$ cat src/rtl/multicycle_control_if.sv
// Controller <-> datapath/memory bundle for the multi-cycle RV32I control unit.
// master = the controller, slave = the datapath/memory side.
interface multicycle_control_if;
  logic [6:0]  opcode_w_i;
  logic        mem_ready_w_i_h;
  logic [10:0] ctrl_w_o;
  logic [2:0]  state_w_o;
  logic        mem_req_w_o_h;
  logic        instr_sel_w_o_h;
  logic        ir_write_w_o_h;
  logic        mem_wr_w_o_h;
  logic        mem_rd_w_o_h;
  logic        reg_write_w_o_h;
  logic        pc_write_w_o_h;
  logic        instr_done_w_o_h;
  logic        fault_w_o_h;

  modport master (
    input  opcode_w_i, mem_ready_w_i_h,
    output ctrl_w_o, state_w_o, mem_req_w_o_h, instr_sel_w_o_h, ir_write_w_o_h,
           mem_wr_w_o_h, mem_rd_w_o_h, reg_write_w_o_h, pc_write_w_o_h,
           instr_done_w_o_h, fault_w_o_h
  );

  modport slave (
    output opcode_w_i, mem_ready_w_i_h,
    input  ctrl_w_o, state_w_o, mem_req_w_o_h, instr_sel_w_o_h, ir_write_w_o_h,
           mem_wr_w_o_h, mem_rd_w_o_h, reg_write_w_o_h, pc_write_w_o_h,
           instr_done_w_o_h, fault_w_o_h
  );
endinterface

$ cat src/rtl/multicycle_control.sv
// Multi-cycle RV32I sequencer: FETCH/DECODE/EXEC/MEM/WB with registered control
// word, memory wait-state handling, timeout and sticky illegal-opcode fault.
module multicycle_control #(
  parameter int TIMEOUT_CYCLES = 15,
  parameter int CNT_W          = 4
) (
  input  logic                 clk_w_i,
  input  logic                 rst_w_i_h,
  multicycle_control_if.master bus
);

  typedef enum logic [2:0] {
    S_FETCH  = 3'd0,
    S_DECODE = 3'd1,
    S_EXEC   = 3'd2,
    S_MEM    = 3'd3,
    S_WB     = 3'd4,
    S_FAULT  = 3'd7
  } state_t;

  localparam logic [CNT_W-1:0] WAIT_LAST =
    (TIMEOUT_CYCLES > 0) ? CNT_W'(TIMEOUT_CYCLES - 1) : '0;
  localparam bit TIMEOUT_EN = (TIMEOUT_CYCLES > 0);

  state_t           state, state_n;
  logic [10:0]      ctrl_q;
  logic [CNT_W-1:0] wait_cnt, wait_cnt_n;
  logic [10:0]      dec_ctrl;
  logic             dec_legal;
  logic             ready;
  logic             waiting;
  logic             timeout_hit;
  logic             last_cycle;

  assign ready       = bus.mem_ready_w_i_h;
  assign waiting     = (state == S_FETCH || state == S_MEM) && !ready;
  assign timeout_hit = TIMEOUT_EN && waiting && (wait_cnt == WAIT_LAST);

  // Control word bit order: {reg_write, mem_wr, mem_rd, branch, mem_to_reg,
  // jal, imm_to_reg, alu_src_a, alu_src_b, pc_to_reg, cmp_branch}
  always_comb begin
    dec_ctrl  = '0;
    dec_legal = 1'b1;
    case (bus.opcode_w_i)
      7'b1101111: dec_ctrl = 11'b100_1010_1110;
      7'b1100111: dec_ctrl = 11'b100_1010_1110;
      7'b0110111: dec_ctrl = 11'b100_0001_0000;
      7'b0010111: dec_ctrl = 11'b100_0000_1100;
      7'b1100011: dec_ctrl = 11'b000_1000_1101;
      7'b0100011: dec_ctrl = 11'b010_0000_0000;
      7'b0000011: dec_ctrl = 11'b101_0100_0100;
      7'b0010011: dec_ctrl = 11'b100_0000_0100;
      7'b0110011: dec_ctrl = 11'b100_0000_0000;
      default:    dec_legal = 1'b0;
    endcase
  end

  always_comb begin
    state_n    = state;
    wait_cnt_n = waiting ? wait_cnt + 1'b1 : '0;
    case (state)
      S_FETCH: begin
        if (ready)            state_n = S_DECODE;
        else if (timeout_hit) state_n = S_FAULT;
      end
      S_DECODE: state_n = dec_legal ? S_EXEC : S_FAULT;
      S_EXEC: begin
        if (ctrl_q[9] || ctrl_q[8]) state_n = S_MEM;
        else if (ctrl_q[10])        state_n = S_WB;
        else                        state_n = S_FETCH;
      end
      S_MEM: begin
        if (ready)            state_n = ctrl_q[8] ? S_WB : S_FETCH;
        else if (timeout_hit) state_n = S_FAULT;
      end
      S_WB:    state_n = S_FETCH;
      S_FAULT: state_n = S_FAULT;
      default: state_n = S_FAULT;
    endcase
  end

  always_ff @(posedge clk_w_i) begin
    if (rst_w_i_h) begin
      state    <= S_FETCH;
      ctrl_q   <= '0;
      wait_cnt <= '0;
    end else begin
      state    <= state_n;
      wait_cnt <= wait_cnt_n;
      // Illegal opcodes latch an all-zero word so FAULT shows no stale control.
      if (state == S_DECODE) ctrl_q <= dec_ctrl;
    end
  end

  // Final cycle: WB, a completing store, or EXEC when nothing follows it.
  assign last_cycle = (state == S_WB) ||
                      (state == S_MEM && ready && ctrl_q[9]) ||
                      (state == S_EXEC && !(ctrl_q[10] || ctrl_q[9] || ctrl_q[8]));

  assign bus.ctrl_w_o         = ctrl_q;
  assign bus.state_w_o        = state;
  assign bus.mem_req_w_o_h    = (state == S_FETCH) || (state == S_MEM);
  assign bus.instr_sel_w_o_h  = (state == S_FETCH);
  assign bus.ir_write_w_o_h   = (state == S_FETCH) && ready;
  assign bus.mem_wr_w_o_h     = (state == S_MEM) && ctrl_q[9];
  assign bus.mem_rd_w_o_h     = (state == S_MEM) && ctrl_q[8];
  assign bus.reg_write_w_o_h  = (state == S_WB) && ctrl_q[10];
  assign bus.pc_write_w_o_h   = last_cycle;
  assign bus.instr_done_w_o_h = last_cycle;
  assign bus.fault_w_o_h      = (state == S_FAULT);

endmodule
$ cat src/flat_wrapper.sv
// flat-port wrapper written by rule: the top's interface ports become plain ports
module multicycle_control_flat 
#(
  parameter int TIMEOUT_CYCLES = 15,
  parameter int CNT_W          = 4
)
  (clk_w_i, rst_w_i_h, bus_opcode_w_i, bus_mem_ready_w_i_h, bus_ctrl_w_o, bus_state_w_o, bus_mem_req_w_o_h, bus_instr_sel_w_o_h, bus_ir_write_w_o_h, bus_mem_wr_w_o_h, bus_mem_rd_w_o_h, bus_reg_write_w_o_h, bus_pc_write_w_o_h, bus_instr_done_w_o_h, bus_fault_w_o_h);
  multicycle_control_if bus_i ();
  input  logic clk_w_i;
  input  logic rst_w_i_h;
  input wire logic [$bits(bus_i.opcode_w_i)-1:0] bus_opcode_w_i;
  input wire logic [$bits(bus_i.mem_ready_w_i_h)-1:0] bus_mem_ready_w_i_h;
  output wire logic [$bits(bus_i.ctrl_w_o)-1:0] bus_ctrl_w_o;
  output wire logic [$bits(bus_i.state_w_o)-1:0] bus_state_w_o;
  output wire logic [$bits(bus_i.mem_req_w_o_h)-1:0] bus_mem_req_w_o_h;
  output wire logic [$bits(bus_i.instr_sel_w_o_h)-1:0] bus_instr_sel_w_o_h;
  output wire logic [$bits(bus_i.ir_write_w_o_h)-1:0] bus_ir_write_w_o_h;
  output wire logic [$bits(bus_i.mem_wr_w_o_h)-1:0] bus_mem_wr_w_o_h;
  output wire logic [$bits(bus_i.mem_rd_w_o_h)-1:0] bus_mem_rd_w_o_h;
  output wire logic [$bits(bus_i.reg_write_w_o_h)-1:0] bus_reg_write_w_o_h;
  output wire logic [$bits(bus_i.pc_write_w_o_h)-1:0] bus_pc_write_w_o_h;
  output wire logic [$bits(bus_i.instr_done_w_o_h)-1:0] bus_instr_done_w_o_h;
  output wire logic [$bits(bus_i.fault_w_o_h)-1:0] bus_fault_w_o_h;
  assign bus_i.opcode_w_i = bus_opcode_w_i;
  assign bus_i.mem_ready_w_i_h = bus_mem_ready_w_i_h;
  assign bus_ctrl_w_o = bus_i.ctrl_w_o;
  assign bus_state_w_o = bus_i.state_w_o;
  assign bus_mem_req_w_o_h = bus_i.mem_req_w_o_h;
  assign bus_instr_sel_w_o_h = bus_i.instr_sel_w_o_h;
  assign bus_ir_write_w_o_h = bus_i.ir_write_w_o_h;
  assign bus_mem_wr_w_o_h = bus_i.mem_wr_w_o_h;
  assign bus_mem_rd_w_o_h = bus_i.mem_rd_w_o_h;
  assign bus_reg_write_w_o_h = bus_i.reg_write_w_o_h;
  assign bus_pc_write_w_o_h = bus_i.pc_write_w_o_h;
  assign bus_instr_done_w_o_h = bus_i.instr_done_w_o_h;
  assign bus_fault_w_o_h = bus_i.fault_w_o_h;
  multicycle_control #(.TIMEOUT_CYCLES(TIMEOUT_CYCLES), .CNT_W(CNT_W)) u_core (.clk_w_i(clk_w_i), .rst_w_i_h(rst_w_i_h), .bus(bus_i));
endmodule
$ cat config.mk
export PLATFORM = sky130hd
export DESIGN_NAME = multicycle_control_flat
export DESIGN_NICKNAME = d
export VERILOG_FILES = /design/src/rtl/multicycle_control_if.sv /design/src/rtl/multicycle_control.sv /design/src/flat_wrapper.sv
export SDC_FILE = /design/constraint.sdc
export NUM_CORES = 1
export LEC_CHECK = 0
export CAP_MARGIN = 0
export CORE_UTILIZATION = 45
export DETAILED_ROUTE_END_ITERATION = 8
export PLACE_DENSITY = 0.81
export SYNTH_ARGS = -nofsm -noshare
export SYNTH_HDL_FRONTEND = slang
export SYNTH_SLANG_ARGS = --single-unit
$ cat constraint.sdc
create_clock -name clk_w_i -period 2.4 [get_ports clk_w_i]
set_input_delay 0.48 -clock clk_w_i [delete_from_list [all_inputs] [get_ports clk_w_i]]
set_output_delay 0.48 -clock clk_w_i [all_outputs]
set_load 0.05 [all_outputs]
* After elaboration in Yosys (flattened, before gate mapping) *
Index checks and enable logic that the tools add are counted.

word-level totals
  bits in writable memories = 0
  bits in read-only memories = 0
  word-level logic and storage cells = 51
  bits in registers = 18
  memories = 0
  bits in latches = 0

operators by class
  reduce and logical (&&, ||, !) cells = 21
  equal/unequal tests = 15
  mux-type cells = 10
  multiply operators = 0
  magnitude comparators = 0
  shift operators = 0
  bitwise operators = 1
  divide/modulo/power cells = 0
  $add $sub $neg = 1

operators by type and width
  cell                                                              count
  11-bit case mux with 8 select lines                               1
  7-bit by 6-bit == test with 1-bit output (second input constant)  3
  7-bit == test (second input constant)                             3
  3-bit 2-to-1 mux                                                  7
  3-bit case mux with 5 select lines                                1
  7-bit by 5-bit == test with 1-bit output (second input constant)  2
  1-bit logical AND                                                 9
  9-bit OR reduction                                                1
  7-bit by 2-bit == test with 1-bit output (second input constant)  1
  3-bit by 2-bit == test with 1-bit output (second input constant)  2
  3-bit == test (second input constant)                             2
  1-bit logical OR                                                  6
  4-bit by 1-bit adder with 4-bit output (second input constant)    1
  4-bit == test (second input constant)                             1
  2-bit OR reduction                                                2
  3-bit by 1-bit == test with 1-bit output (second input constant)  1
  3-bit zero test                                                   1
  1-bit zero test                                                   2
  1-bit 2-to-1 mux                                                  1
  1-bit inverter                                                    1

* Depth between registers and ports, before layout *
Gate-level depths: netlist (run 1).

  word-level depth = 7
  mapped depth = 6
  gate-level depth less buffers = 6

* Worst setup path after synthesis (run 1) *
Ideal clock, no wire load.

  kind = register to output
  start point = reg u_core.state[0], in the netlist u_core.bus.state_w_o[0]
  end point = out bus_pc_write_w_o_h
  arrival time = 2.582 ns
  setup slack = -0.662 ns
  required time = 1.920 ns
  cell stages (with the launch flop) = 6
  path buffers = 2
  path through = dfxtp_1 > buf_2 > nor3_1 > a32oi_1 > o21ai_0 > buf_4

between the ends
  cells in the longest elaborated chain, start to end = 5

ends and longest elaborated chain
  item                                      line                      RTL
  from (decl)                               multicycle_control.sv:25  state_t state, state_n;
  from (signal assigned)                    multicycle_control.sv:88  state <= state_n;
  3-bit by 2-bit == test with 1-bit output  multicycle_control.sv:97  (state == S_MEM && ready && ctrl_q[9]) ||
  1-bit logical AND (2 in a row)            multicycle_control.sv:97
  1-bit logical OR                          multicycle_control.sv:96  assign last_cycle = (state == S_WB) ||
  1-bit logical OR (*)                      multicycle_control.sv:97
  to (decl)                                 flat_wrapper.sv:21        output wire logic [$bits(bus_i.pc_write_w_o_h)-1:0] bus_pc_write_w_o_h;

Mark *: on every way between the ends. The rest lies on a longest branch, timed or not.

* Worst setup path in the final report (run 1) *
  start point = reg u_core.state[0], in the netlist u_core.bus.state_w_o[0]
  end point = out bus_state_w_o[0]

RTL lines
  item       line                RTL
  to (decl)  flat_wrapper.sv:14  output wire logic [$bits(bus_i.state_w_o)-1:0] bus_state_w_o;

No word-level cell between the ends.

==> summary.txt, run 1 <==
Synthesis
  • Most common cell in the netlist: dfxtp_1
  • Synth cell types: 36
  • Register area share after synthesis: 35.51%
  • Number of synthesized flops with an enable pin: 0
  • Synth Net Count: 129
  • FFs w/ async S/R, synth: 0%
  • Synth top cells by count: 16 x dfxtp_1, 15 x nor2_1, 12 x nand2_1, 10 x nor3_1, 9 x a21oi_1
  • Cells after Synth: 117
  • Top_reg_cell synth: dfxtp_1
  • Most area-consuming cells after synthesis: dfxtp_1 36%, nor2_1 6.2%, nor3_1 5.5%
  • Top cell type by total area after synthesis: dfxtp_1
  • Synth Area per Inst: 7.710 µm²
  • Syn. warnings: 0
  • Synth Register Bits: 16
  • Synth Cell Area: 902.1 µm²
  • Synth top area share: 35.51%

STA
  • RSZ-0062 raised after global routing: false
  • Worst-Margin Slew: 0.5226 ns
  • Slew Viols, Final: 0
  • Endpoints failing setup: 0
  • Rel. slew slack: 65.01%
  • Minimum clock period after layout: 2.241 ns
  • Final Hold Viols: 0
  • F_max: 0.4463 GHz
  • Fin crit share: 93.36%
  • Max Clock Skew: 0.004599 ns
  • Setup WS post-layout: 0.1594 ns

Die
  • Rows: 15
  • Die X-Extent: 46.78 µm
  • Initial Util: 50.07%
  • Ports: 33
  • Vert. Die Dim: 46.78 µm
  • Die Area: 2188 µm²
  • Core ar.: 1802 µm²

Power and ir drop
  • Max IR drop VDD: 847.2 µV
  • Power per cell area: 1149 nW/µm²
  • Power Total: 1462 µW
  • P_leak: 0.0005083 µW

Critical path
  • CP Launch Type: flip-flop
  • WP data arrival: 1.76 ns
  • Crit-path leading delay family: buffers and inverters
  • Crit-path max cell delay: 0.90 ns
  • Req. time, crit path: 1.92 ns
  • CP max stage cell: clkdlybuf4s50_1
  • Crit-path max FO: 14
  • Critical path type: reg -> out
  • CP cell instances: clkdlybuf4s50_1
  • CP Buf/Inv Count: 1
  • Crit end category: output pin

Routing
  • DRC errors left: 0
  • DR iter-0 viols: 21
  • DR vias/cell: 5.355
  • Routed WL: 2137 µm
  • Post-DRT Antenna Nets: 0
  • Via count: 921
  • Drt pass-1 iters: 4
  • WL/cell: 12.42 µm

Finish
  • Filler cells: 164
  • Non-filler instance count after layout: 172
  • Nets@finish: 160
  • Layout cells sized above 1: 10.88%
  • N_diodes: 0
  • Area delta synth->final: 41.05%

Global route
  • Initial antenna violation count: 0
  • First-pass GRT wire length: 3249 µm
  • Met2 usage: 35.56%
  • Pin count of the biggest net entering global routing: 15
  • Gr usage total: 20.67%
  • GR Overflow Total: 0
  • Met1 Track Usage GR: 26.71%
  • Number of global-route vias before repair: 748
  • M3 GR Usage: 3.462%
  • Top Usage Layer GRT: met2

Run status
  • Status: completed

Placed design
  • Final estimated routing congestion in global placement: 0.8655
  • I/O Buffers: 32
  • Place WS: 0.2870 ns
  • Post-DP HPWL: 1582 µm
  • Dpl cells: 168

Clock tree
  • Root Driver: clkbuf_4
  • H-tree level count: 1
  • CTS tree: done
  • CTS buffer count: 3
  • Worst-skew pair later-pin latency: 0.29 ns
  • Cts hold-fix bufs: 0
  • TritonCTS sink count: 16
  • Bufs on Longest Clock Path: 2
  • Worst-path clk slew: 0.10 ns

Job
  • Max_cap viols: 0

Worst hold path
  • Worst min path class: reg -> reg
==> state kept, by name, indices dropped and copies added, names as in the netlist <==
name	flops
u_core.wait_cnt	4
u_core.bus.state_w_o	3
u_core.bus.ctrl_w_o	9
==> layout by cell type, fill, tap and decap left out, drive strengths merged, types with 2 or more instances in the layout <==
cell,count
and3,3
nand2,12
o21ai,4
nor3,10
nor2b,2
or4,2
clkdlybuf4s50,23
inv,4
a21oi,9
nor2,15
nand2b,2
buf,9
nand3,6
and2,2
nor3b,3
dlymetal6s2s,2
ha,2
dfxtp,16
clkbuf,4
o21bai,2
==> where the power goes <==
| group | switching [µW] | internal, µW | leakage, µW | total, µW |
|---|---|---|---|---|
| Combinational | 555 | 333 | 0.000357 | 888 |
| Sequential | 79.9 | 312 | 0.000130 | 392 |
| Clock | 89.5 | 92.4 | 0.0000210 | 182 |
==> stage by stage <==
| stage | util [%] | hold slack (ns) | cell area [µm²] | TNS (ns) |
|---|---|---|---|---|
| floorplan | - | 0.4297 | 902.1 | -0.7435 |
| global placement | 68.33 | 0.4407 | 1231 | 0 |
| detailed placement | 68.33 | 0.4467 | 1231 | 0 |
| CTS | 70.35 | 0.4589 | 1267 | 0 |
| global route | 70.63 | 0.4807 | 1272 | 0 |
| finish | 70.63 | 0.4545 | 1272 | 0 |
==> worst reg2reg max path, delay by kind of cell, from the launching register on <==
family           cells  cell delay (ns)
AND/OR/NAND/NOR      2             1.05
flip-flops           1             0.57
AO/OA/AOI/OAI        1             0.11
==> final timing paths <==
| check | startpoint | end | slack, ns | cells after the start |
|---|---|---|---|---|
| max | u_core.bus.state_w_o[0] | bus_state_w_o[0] | 0.16 | 1 |
| min | u_core.bus.ctrl_w_o[4] | u_core.bus.ctrl_w_o[4] | 0.45 | 2 |
| max reg2reg | u_core.bus.state_w_o[0] | u_core.bus.state_w_o[2] | 0.59 | 3 |
| min reg2reg | u_core.bus.ctrl_w_o[4] | u_core.bus.ctrl_w_o[4] | 0.45 | 2 |
==> final cells by class <==
class                      instances  area, µm²  share of cell area (%)
clock buffer                       4      36.28                   2.852
inverter                           4      15.01                   1.180
multi-input combinational         89      509.2                   40.02
sequential                        16      320.3                   25.17
tap                               25      31.28                   2.458
timing repair buffer              34      360.3                   28.32
==> routing by layer <==
layer | up-vias | wire length (µm) | share of wire [%]
met1 | 410 | 1009 | 47
met4 | 0 | 21 | 0.98
li1 | 476 | - | -
met2 | 31 | 1013 | 47
met3 | 4 | 93 | 4.4
met5 | - | 0 | 0
==> timing repair <==
| item | CTS | global route |
|---|---|---|
| gates resized for setup | 0 | 2 |
| endpoints found under the setup margin | 0 | 2 |
| setup buffers | 0 | 0 |
==> cells by family (layout without fill, tap and decap cells) <==
group / Yosys count / in the layout / share of synthesized area [%]
buf+inv: 12 / 42 / 8.043
simple gates: 64 / 64 / 37.31
xor+xnor: 2 / 2 / 1.942
compound gates: 21 / 21 / 14.42
fa+ha+maj: 2 / 2 / 2.773
flops: 16 / 16 / 35.51
Note: power is estimated with default switching activity, not from simulation.
==> run 2, diff against run 1 <==
--- a/config.mk
+++ b/config.mk
@@ -6,9 +6,11 @@
 export NUM_CORES = 1
 export LEC_CHECK = 0
 export CAP_MARGIN = 0
-export CORE_UTILIZATION = 45
+export CORE_MARGIN = 10
+export CORE_UTILIZATION = 35
+export CTS_BUF_LIST = sky130_fd_sc_hd__clkbuf_8 sky130_fd_sc_hd__clkbuf_16
 export DETAILED_ROUTE_END_ITERATION = 8
-export PLACE_DENSITY = 0.81
+export PLACE_DENSITY = 0.65
 export SYNTH_ARGS = -nofsm -noshare
 export SYNTH_HDL_FRONTEND = slang
 export SYNTH_SLANG_ARGS = --single-unit
==> run 2 against run 1 <==
Effect of this change:
- worst setup slack worse by 0.068 ns
- die area up 130%
- total power up 3.6%
- core utilization down 18 points
- sequential cell count unchanged
- sequential share of layout area down 0.44 points
- critical path depth up 1
- design area up 1.8%
- non-clock buffer count unchanged
- routed wire length up 12%
- register-to-register slack about the same
- critical endpoint is now bus_fault_w_o_h
==> summary.txt, run 2 (same netlist as run 1, synthesis figures left out) <==
Critical path
  • Req. time, crit path: 1.92 ns
  • Crit end category: output pin
  • Crit-path leading delay family: buffers and inverters
  • R2R Path Start: u_core.bus.state_w_o[0]
  • Crit-path max FO: 14
  • Crit-path max cell delay: 0.80 ns
  • CP cell instances: and3_1, clkdlybuf4s50_1
  • CP Launch Type: flip-flop
  • Critical path type: reg -> out
  • WP data arrival: 1.83 ns
  • CP max stage cell: clkdlybuf4s50_1
  • Critical path origin: u_core.bus.state_w_o[2]
  • CP Buf/Inv Count: 1

Routing
  • Drt pass-1 iters: 4
  • DR iter-0 viols: 81
  • DRC errors left: 0
  • DR vias/cell: 5.175
  • Post-DRT Antenna Nets: 0
  • Via count: 916
  • Routed WL: 2397 µm
  • WL/cell: 13.54 µm

STA
  • Minimum clock period after layout: 2.308 ns
  • Max Clock Skew: 0.001122 ns
  • Endpoints failing setup: 0
  • F_max: 0.4332 GHz
  • Final Hold Viols: 0
  • Fin crit share: 96.18%
  • Setup WS post-layout: 0.09160 ns
  • Rel. slew slack: 64.52%
  • Slew Viols, Final: 0
  • RSZ-0062 raised after global routing: false
  • Worst-Margin Slew: 0.5299 ns

Clock tree
  • CTS tree: done
  • CTS resizes: 0
  • Root Driver: clkbuf_8
  • CTS buffer count: 3
  • Cts hold-fix bufs: 0
  • Worst-skew pair later-pin latency: 0.24 ns
  • H-tree level count: 1
  • Setup repair bufs after CTS: 0
  • Worst-path clk slew: 0.06 ns
  • Bufs on Longest Clock Path: 2
  • TritonCTS sink count: 16

Finish
  • Max reg flops: 9
  • Cell area after layout: 1295 µm²
  • Most frequent cells in the layout: 24 x clkdlybuf4s50_1, 16 x dfxtp_1, 15 x nor2_1
  • Layout cells sized above 1: 10.88%
  • Register area: 320.3 µm²
  • Filler cells: 239
  • Area delta synth->final: 43.55%
  • Commonest non-fill, non-tap cell in the layout: clkdlybuf4s50_1
  • Nets@finish: 160
  • Multi-input gate area: 509.2 µm²
  • N_diodes: 0

Power and ir drop
  • Max IR drop VDD: 983.8 µV
  • P_leak: 0.0004975 µW
  • Power per cell area: 1170 nW/µm²

Run status
  • Status: completed

Die
  • Vert. Die Dim: 70.77 µm
  • Core ar.: 2477 µm²
  • Rows: 18
  • Die Area: 5008 µm²
  • Ports: 33
  • Initial Util: 36.41%
  • Die X-Extent: 70.77 µm

Global route
  • Number of global-route vias before repair: 911
  • Initial antenna violation count: 0
  • Pin count of the biggest net entering global routing: 15
  • First-pass GRT wire length: 4209 µm
  • GR Overflow Total: 0
  • Gr usage total: 9.629%

Job
  • Max_cap viols: 0

Worst hold path
  • Worst min path class: reg -> reg
  • Hold path startpoint: u_core.bus.ctrl_w_o[4]

Placed design
  • Place WS: 0.3016 ns
  • Placed Area: 1237 µm²
  • Final estimated routing congestion in global placement: 0.7970
  • Post-DP HPWL: 1837 µm
  • I/O Buffers: 32
==> run 2: power by group <==
part	internal, µW	switching (µW)
registers	313	80.1
clock network	145	85.5
logic	333	559
==> run 2: final timing paths <==
| kind | end | slack (ns) | depth (start not counted) |
|---|---|---|---|
| setup / recovery | bus_fault_w_o_h | 0.09 | 2 |
| hold reg to reg | u_core.bus.ctrl_w_o[4] | 0.45 | 2 |
| hold / removal | u_core.bus.ctrl_w_o[4] | 0.45 | 2 |
| setup reg to reg | u_core.bus.state_w_o[2] | 0.58 | 3 |
==> run 2: layout make-up <==
cell class / count / area share (%)
clock buffer: 4 / 4.251
inverter: 4 / 1.159
multi-input combinational: 89 / 39.32
sequential: 16 / 24.73
tap: 30 / 2.899
timing repair buffer: 34 / 27.63
==> run 2: worst reg2reg max path, stage by stage, from the launching register on <==
cell and delay, ns:
dfxtp_1 0.56, or3b_4 0.50, or4_1 0.56, o311ai_1 0.11
==> run 2: metrics by stage <==
step                total power [µW]  instances  utilization [%]  hold slack [ns]  TNS (ns)
finish                          1515        177            52.27           0.4536         0
global placement                1293        173            49.95           0.4444         0
floorplan                       1010        117                -           0.4297   -0.7435
CTS                             1530        177            52.17           0.4607         0
global route                    1620        177            52.27           0.4768         0
detailed placement              1292        173            49.95           0.4483         0
==> run 2: per-layer routing <==
metal	routed length [µm]	global-route usage (%)	vias to the layer above	share of wire, %
li1	-	-	474	-
met1	1074	11.65	416	45
met2	1071	14.74	24	45
met3	238	4.742	2	9.9
met4	12	2.581	0	0.50
met5	0	0	-	0
==> run 3, diff against run 2 <==
--- a/config.mk
+++ b/config.mk
@@ -10,7 +10,8 @@
 export CORE_UTILIZATION = 35
 export CTS_BUF_LIST = sky130_fd_sc_hd__clkbuf_8 sky130_fd_sc_hd__clkbuf_16
 export DETAILED_ROUTE_END_ITERATION = 8
-export PLACE_DENSITY = 0.65
+export DONT_BUFFER_PORTS = 1
+export SKIP_CTS_REPAIR_TIMING = 1
 export SYNTH_ARGS = -nofsm -noshare
 export SYNTH_HDL_FRONTEND = slang
 export SYNTH_SLANG_ARGS = --single-unit
==> run 3 against run 2 <==
Effect of this change:
- total power down 6.9%
- clock skew rose by 0.0011 ns
- count of clock-buffer cells in the layout stayed put
- global-route usage decreased by 1.1 points
- core utilization decreased by 8.9 points
- critical endpoint is now bus_pc_write_w_o_h
- highest routed layer unchanged
==> summary.txt, run 3 (same netlist as run 1, synthesis figures left out) <==
Placed design
  • Post-DP HPWL: 1768 µm
  • I/O Buffers: 0
  • Final estimated routing congestion in global placement: 0.7960
  • Placed Area: 1018 µm²

Global route
  • Pin count of the biggest net entering global routing: 16
  • GR Overflow Total: 0
  • Number of global-route vias before repair: 828
  • First-pass GRT wire length: 3670 µm
  • Initial antenna violation count: 0
  • Gr usage total: 8.518%

Clock tree
  • TritonCTS sink count: 16
  • CTS tree: done
  • H-tree level count: 1
  • Bufs on Longest Clock Path: 2
  • Worst-skew pair later-pin latency: 0.24 ns
  • CTS buffer count: 3
  • Root Driver: clkbuf_8
  • Worst-path clk slew: 0.06 ns

STA
  • Worst-Margin Slew: 0.5597 ns
  • Endpoints failing setup: 0
  • F_max: 0.5053 GHz
  • Fin crit share: 82.46%
  • Final Hold Viols: 0
  • RSZ-0062 raised after global routing: false
  • Minimum clock period after layout: 1.979 ns
  • Max Clock Skew: 0.002188 ns
  • Slew Viols, Final: 0
  • Rel. slew slack: 62.52%

Finish
  • Most frequent cells in the layout: 16 x dfxtp_1, 15 x nor2_1, 12 x nand2_1
  • Max reg flops: 9
  • Cell area after layout: 1074 µm²
  • Filler cells: 271
  • Area delta synth->final: 19.00%
  • Nets@finish: 139
  • Commonest non-fill, non-tap cell in the layout: dfxtp_1
  • N_diodes: 0
  • Layout cells sized above 1: 18.25%

Power and ir drop
  • Max IR drop VDD: 829.0 µV
  • Power Total: 1411 µW
  • P_leak: 0.0004097 µW
  • Combinational power share: 53.5%
  • Switching pwr: 701.8 µW
  • Clk network pwr share: 16.3%
  • Seq pwr share: 30.3%
  • Sw frac: 49.74%
  • Power per cell area: 1314 nW/µm²
  • Int Pwr: 709.1 µW

Die
  • Rows: 18
  • Initial Util: 36.41%
  • Die X-Extent: 70.77 µm
  • Die Area: 5008 µm²
  • Vert. Die Dim: 70.77 µm
  • Core ar.: 2477 µm²
  • Ports: 33

Worst hold path
  • Worst min path class: in -> reg

Routing
  • Drt pass-1 iters: 4
  • Met3 wire len: 241 µm
  • Routed WL: 2194 µm
  • DR iter-0 viols: 58
  • Post-DRT Antenna Nets: 0
  • WL/cell: 14.06 µm
  • DRC errors left: 0
  • DR vias/cell: 5.359
  • Uppermost routed layer: met4
  • Via count: 836
  • Met1 wire length: 870 µm
  • Met2 wire length: 1046 µm

Critical path
  • CP Launch Type: flip-flop
  • CP max stage cell: dfxtp_1
  • Crit-path max cell delay: 0.42 ns
  • Req. time, crit path: 1.92 ns
  • Crit end category: output pin
  • Critical path type: reg -> out
  • CP cell instances: nor3_1, a32oi_1, o21ai_2, buf_12
  • Crit-path max FO: 14
  • WP data arrival: 1.50 ns

Run status
  • Status: completed

Job
  • Max_cap viols: 0
## run 3: cell count changes in the layout (fill, tap and decap cells not counted), moves of 2 or more
cell             delta
clkdlybuf4s50_1    -24
buf_4               +5
nor3b_1             -2
nor3b_2             +2
## run 3: cell type report
class	instances	area (µm²)	share of cell area (%)
timing repair buffer	13	122.6	11.42
clock buffer	4	55.05	5.128
multi-input combinational	89	523.0	48.72
sequential	16	320.3	29.84
inverter	4	15.01	1.399
tap	30	37.54	3.497
## run 3: metal layers
layer | vias up | track usage, %
li1 | 434 | -
met1 | 377 | 8.457
met2 | 21 | 14.94
met3 | 4 | 4.184
met4 | 0 | 3.226
met5 | - | 0
## run 3: per-stage QoR
step | hold slack [ns] | util, % | setup slack [ns] | setup TNS, ns | cells
floorplan | 0.4297 | - | -0.2583 | -0.7435 | 117
global placement | 0.4415 | 41.11 | 0.6725 | 0 | 152
detailed placement | 0.4576 | 41.11 | 0.6446 | 0 | 152
CTS | 0.2959 | 43.33 | 0.4085 | 0 | 156
global route | 0.2913 | 43.33 | 0.2911 | 0 | 156
finish | 0.3018 | 43.33 | 0.4210 | 0 | 156
## run 3: power groups by stage
stage          clock [µW]  sequential (µW)  combinational [µW]
2_1_floorplan           0              490                 520
3_3_place_gp            0              432                 761
3_5_place_dp            0              434                 761
4_1_cts               234              428                 763
5_1_grt               245              439                 813
6_report              229              427                 754
## run 3: worst paths after layout
path                            slack, ns                       to  cells past startpoint                    start
worst max register to register       0.62  u_core.bus.state_w_o[2]                      3  u_core.bus.state_w_o[0]
worst max-delay path                 0.42       bus_pc_write_w_o_h                      4  u_core.bus.state_w_o[0]
worst min register to register       0.47       u_core.wait_cnt[0]                      1       u_core.wait_cnt[0]
worst min-delay path                 0.30   u_core.bus.ctrl_w_o[4]                      1                rst_w_i_h
## run 3: worst max-delay path: cells and delay by family, from the launching register on
kind	cells	cell delay, ns
and+or+nand+nor	1	0.33
buffers and inverters	1	0.19
DFF	1	0.42
AOI/OAI and AO/OA	2	0.31
